[config.mk]
export PLATFORM = sky130hd
export DESIGN_NAME = filter_out_fifo
export DESIGN_NICKNAME = d
export VERILOG_FILES = /design/src/rtl/filter_out_fifo.sv
export SDC_FILE = /design/constraint.sdc
export NUM_CORES = 1
export LEC_CHECK = 0
export CORE_ASPECT_RATIO = 1.25
export CORE_MARGIN = 2
export CORE_UTILIZATION = 43
export DETAILED_ROUTE_END_ITERATION = 12
export MAX_ROUTING_LAYER = met4
export SETUP_SLACK_MARGIN = 0.4
export SLEW_MARGIN = 20
export SYNTH_ARGS = -nofsm -noshare
export SYNTH_HDL_FRONTEND = slang
export SYNTH_SLANG_ARGS = --single-unit
[constraint.sdc]
create_clock -name clk -period 7.47 [get_ports clk]
set_clock_uncertainty 0.2 [all_clocks]
set_input_delay 1.494 -clock clk [delete_from_list [all_inputs] [get_ports clk]]
set_output_delay 1.494 -clock clk [all_outputs]
set_load 0.01 [all_outputs]
[src/rtl/filter_out_fifo.sv]
// Output buffer behind the polyphase IIR filter: drops the start-up transient, then FWFT FIFO with valid/ready drain.
// Optional clip statistics (clip_cnt port) enabled by defining FILT_OUT_CLIP_STATS_EN.
module filter_out_fifo #(
   parameter int DEPTH        = 16,
   parameter int SKIP_SAMPLES = 24
) (
   input  logic                     clk,
   input  logic                     reset,
   input  logic                     en,
   input  logic [10:0]              s_data,
   output logic [10:0]              m_data,
   output logic                     m_valid,
   input  logic                     m_ready,
   output logic [$clog2(DEPTH):0]   level,
   output logic                     warm_done,
   output logic                     overflow,
   input  logic                     clr_ovf
`ifdef FILT_OUT_CLIP_STATS_EN
   ,
   output logic [15:0]              clip_cnt
`endif
);

   // state  | meaning
   // WARMUP | discarding filter start-up samples
   // RUN    | every en cycle is a push; left only through reset

   localparam int PW = $clog2(DEPTH);
   localparam int LW = PW + 1;
   localparam int SW = (SKIP_SAMPLES > 1) ? $clog2(SKIP_SAMPLES) : 1;
   localparam logic [SW-1:0] SKIP_LAST = (SKIP_SAMPLES > 0) ? SW'(SKIP_SAMPLES - 1) : '0;
   localparam logic [LW-1:0] FULL_LVL  = LW'(DEPTH);

   typedef enum logic {WARMUP, RUN} state_t;
   localparam state_t RST_STATE = (SKIP_SAMPLES == 0) ? RUN : WARMUP;

   state_t          state, state_n;
   logic [SW-1:0]   skip_cnt;
   logic [10:0]     mem [DEPTH];
   logic [PW-1:0]   wr_ptr, rd_ptr, rd_ptr_n;
   logic [LW-1:0]   level_n;
   logic [10:0]     head_n;
   logic            push, pop, full, wr_en;

   always_ff @(posedge clk) begin
      if (reset) state <= RST_STATE;
      else       state <= state_n;
   end

   always_comb begin
      state_n = state;
      if (state == WARMUP && en && skip_cnt == SKIP_LAST) state_n = RUN;
   end

   assign warm_done = (state == RUN);
   assign push      = (state == RUN) && en;
   assign pop       = m_valid && m_ready;
   assign full      = (level == FULL_LVL);
   assign wr_en     = push && (!full || pop);
   assign rd_ptr_n  = pop ? rd_ptr + PW'(1) : rd_ptr;
   assign level_n   = level + LW'(wr_en) - LW'(pop);

   // The next head may be the slot written this very cycle (empty FIFO, or last entry being popped).
   assign head_n = (wr_en && wr_ptr == rd_ptr_n) ? s_data : mem[rd_ptr_n];

   always_ff @(posedge clk) begin
      if (wr_en) mem[wr_ptr] <= s_data;
   end

   always_ff @(posedge clk) begin
      if (reset) begin
         skip_cnt <= '0;
         wr_ptr   <= '0;
         rd_ptr   <= '0;
         level    <= '0;
         m_valid  <= 1'b0;
         m_data   <= '0;
         overflow <= 1'b0;
      end else begin
         if (state == WARMUP && en) skip_cnt <= skip_cnt + SW'(1);
         if (wr_en) wr_ptr <= wr_ptr + PW'(1);
         rd_ptr  <= rd_ptr_n;
         level   <= level_n;
         m_valid <= (level_n != '0);
         if (level_n != '0) m_data <= head_n;
         if (push && full && !pop) overflow <= 1'b1;
         else if (clr_ovf)         overflow <= 1'b0;
      end
   end

`ifdef FILT_OUT_CLIP_STATS_EN
   logic is_clip;
   assign is_clip = (s_data == 11'h3FF) || (s_data == 11'h400);

   always_ff @(posedge clk) begin
      if (reset)
         clip_cnt <= '0;
      else if (push && is_clip && clip_cnt != 16'hFFFF)
         clip_cnt <= clip_cnt + 16'd1;
   end
`endif

endmodule

==> metrics <==
status=complete, no violations; vias in the first global route=6929; DR vias=6925; Worst slew margin=37.8%; grt met2 use=39.3%; reg-to-reg endpoint=m_data[0]; met1 Track Usage GR=29.4%; fin nets=830; Hold Buf Count CTS=0; crit path DAT=5.90 ns; post-synthesis adder-cell area fraction=1.67%; Die W=137 um; critical path data required time=7.71 ns; HP Class=flop to flop; Post-Synth XOR/XNOR Area=1.72%; Slew @ Worst Pin=0.931 ns; placed insts=1057; most frequent cells in the layout=176 x edfxtp_1, 90 x nor2_1, 70 x o21ai_0; site row count=60; nature of the critical path startpoint=input port; Yosys top cell area share=56.0%; initial DRC count=778; Seq pwr share=40.2%; Vert. Die Dim=170 um; Post-Synthesis Cells=779; post-synthesis simple-gate area fraction=10.8%; proportion of layout cells with a drive suffix above 1=9.44%; initial antenna violation count=0; core area=0.0215 sq mm; Fmax=177 MHz; Pre-Repair DR Iteration Count=5; Pleak=3.48 nW; post-route antenna net violation count=0; Hold Crit Depth=2; Compound-Gate Fraction of Synth Area=18.3%; WL/cell=23.9 um; mux contribution to synthesized area=1.59%; gpl congestion=0.894; clock tree buffer depth=3; Final Non-Filler Cells=1095; met3 Track Usage GR=3.05%; Final Hold Viols=0; IO buf count=34; fraction of registers with async set/reset=0%; largest cells by area after synthesis=edfxtp_1 56%, dfxtp_1 6.8%, o21ai_0 3.7%; later-pin clock latency in the skew report=0.50 ns; Sink Count=208; final setup fails=0; clock share of power=33.4%; P_int=0.00233 W; Vias per Instance=6.32; pin count of the biggest net entering global routing=53; Avg Inst Size Synth=12.1 sq um; register area share after synthesis=62.8%; Layout Utilization=50.3%; total power after layout=0.00337 W; Syn Nets=807; min Tclk post-route=5.66 ns; cts repair resizes=0; initial core utilization=43.8%; total setup buffers inserted after CTS=0; RSZ-0062 raised after global routing=no; Post-Syn Area=0.00944 sq mm; Layout area overhead=14.9%; Clk pin slew, worst setup/hold paths=0.06 ns; Worst VDD drop=0.237 mV; CTS tree=built; commonest non-fill, non-tap cell in the layout=edfxtp_1; dpl cell area=0.0101 sq mm; Final Max Tran Viols=0; largest family of logic cells by synthesized area=compound AO/OA/AOI/OAI gates; Comb power frac=26.3%; global-route wire length before repair=40500 um; Post-DP HPWL=15900 um; Top Ports=35; Tcrit/Tclk final=75.8%; H-tree Lvls=1; R2R setup slack=2.94 ns; Seq cells post-synth=208; Hold Crit Endpoint=overflow; area leader, netlist=edfxtp_1; pwr/cell area=311 mW/mm^2; critical path endpoint category=flop; max_cap viols=0; cts bufs inserted=22; final std cell area, no fill=0.0108 sq mm; Primary FF master, synth=edfxtp_1; Ys Warns=0; worst reg-to-reg path cell count=10; Unique masters post-synth=59; Post-synth EDFFs=176; detailed-route wire length=26200 um; antenna fix cells=0; CP Class=input port to flop; GRT busiest layer=met2; drt drc=0; gr usage total=23.7%; Worst Hold Launch=overflow; setup_tns=0 ns; clock root buffer=clkbuf_16; Switching Share=31.0%; FF-to-FF Start=m_valid; net switching power=0.00104 W; crit path max fanout=41; Congestion Overflow GR=0; Die Area=0.0232 sq mm
==> routing by layer <==
metal  vias up  wire length (um)
met3        72              1760
met4         0              1010
met2       307             13100
met5         -                 0
li1       3095                 -
met1      3451             10400
==> kinds of logic (layout without fill, tap and decap cells) <==
family / after synthesis / after routing
XOR/XNOR: 17 / 17
buffers and inverters: 69 / 106
flip-flops: 208 / 208
AND/OR/NAND/NOR: 206 / 206
AO/OA/AOI/OAI: 252 / 252
multiplexers: 15 / 15
adder cells (fa/ha/maj): 12 / 12
==> cell type report <==
class / instances / area, sq um
Clock buffer: 24 / 579
Clock inverter: 14 / 160
Fill cell: 1842 / 10700
Inverter: 9 / 33.8
Multi-Input combinational cell: 502 / 3270
Sequential cell: 208 / 5930
Tap cell: 279 / 349
Timing Repair Buffer: 59 / 528
==> how the worst max path moves through the flow <==
stage / startpoint / to
global placement: m_ready / m_data[8]
global route: m_ready / m_data[0]
floorplan: m_ready / m_data[0]
CTS: m_ready / m_data[0]
detailed placement: m_ready / m_data[8]
finish: m_ready / m_data[0]
==> sequential cells by signal, summed over array words and instances, names as in the netlist <==
signal     count
mem          176
m_data        11
level          5
skip_cnt       5
rd_ptr         4
wr_ptr         4
m_valid        1
overflow       1
warm_done      1
==> worst max-delay path, cell delays in order <==
cell and delay (ns):
clkdlybuf4s50_1 0.63, nand2_2 0.76, and4_1 0.33, a21oi_1 0.06
ha_1 0.22, fa_1 0.41, a21oi_1 0.15, o21bai_1 0.09
xnor2_1 0.21, and3_1 0.39, nor2b_1 0.76, a222oi_1 0.27
nand2_1 0.12
==> metrics by stage <==
step	hold slack, ns	setup WS (ns)
finish	0.309	1.81
global route	0.323	1.54
CTS	0.306	1.85
detailed placement	0.288	1.35
global placement	0.289	1.71
floorplan	0.279	2.58
==> Yosys cell counts (14+ instances only) <==
library cell and instances:
edfxtp_1 176, nor2_1 90, o21ai_0 70, clkbuf_1 39, o22ai_1 38, nor3_1 35
dfxtp_1 32, nand2_1 22, a221oi_1 18, o211ai_1 16, a31oi_1 15, mux2i_1 15
nand2b_1 15, a211oi_1 14
==> power by group through the flow <==
stage          Sequential, W  Combinational, W  Clock [W]
2_1_floorplan        0.00137          0.000581          0
3_3_place_gp         0.00138          0.000841          0
3_5_place_dp         0.00138          0.000877          0
4_1_cts              0.00135          0.000882    0.00115
5_1_grt              0.00136          0.000964    0.00120
6_report             0.00136          0.000887    0.00113
No activity file was read; power rests on OpenSTA's default activity.
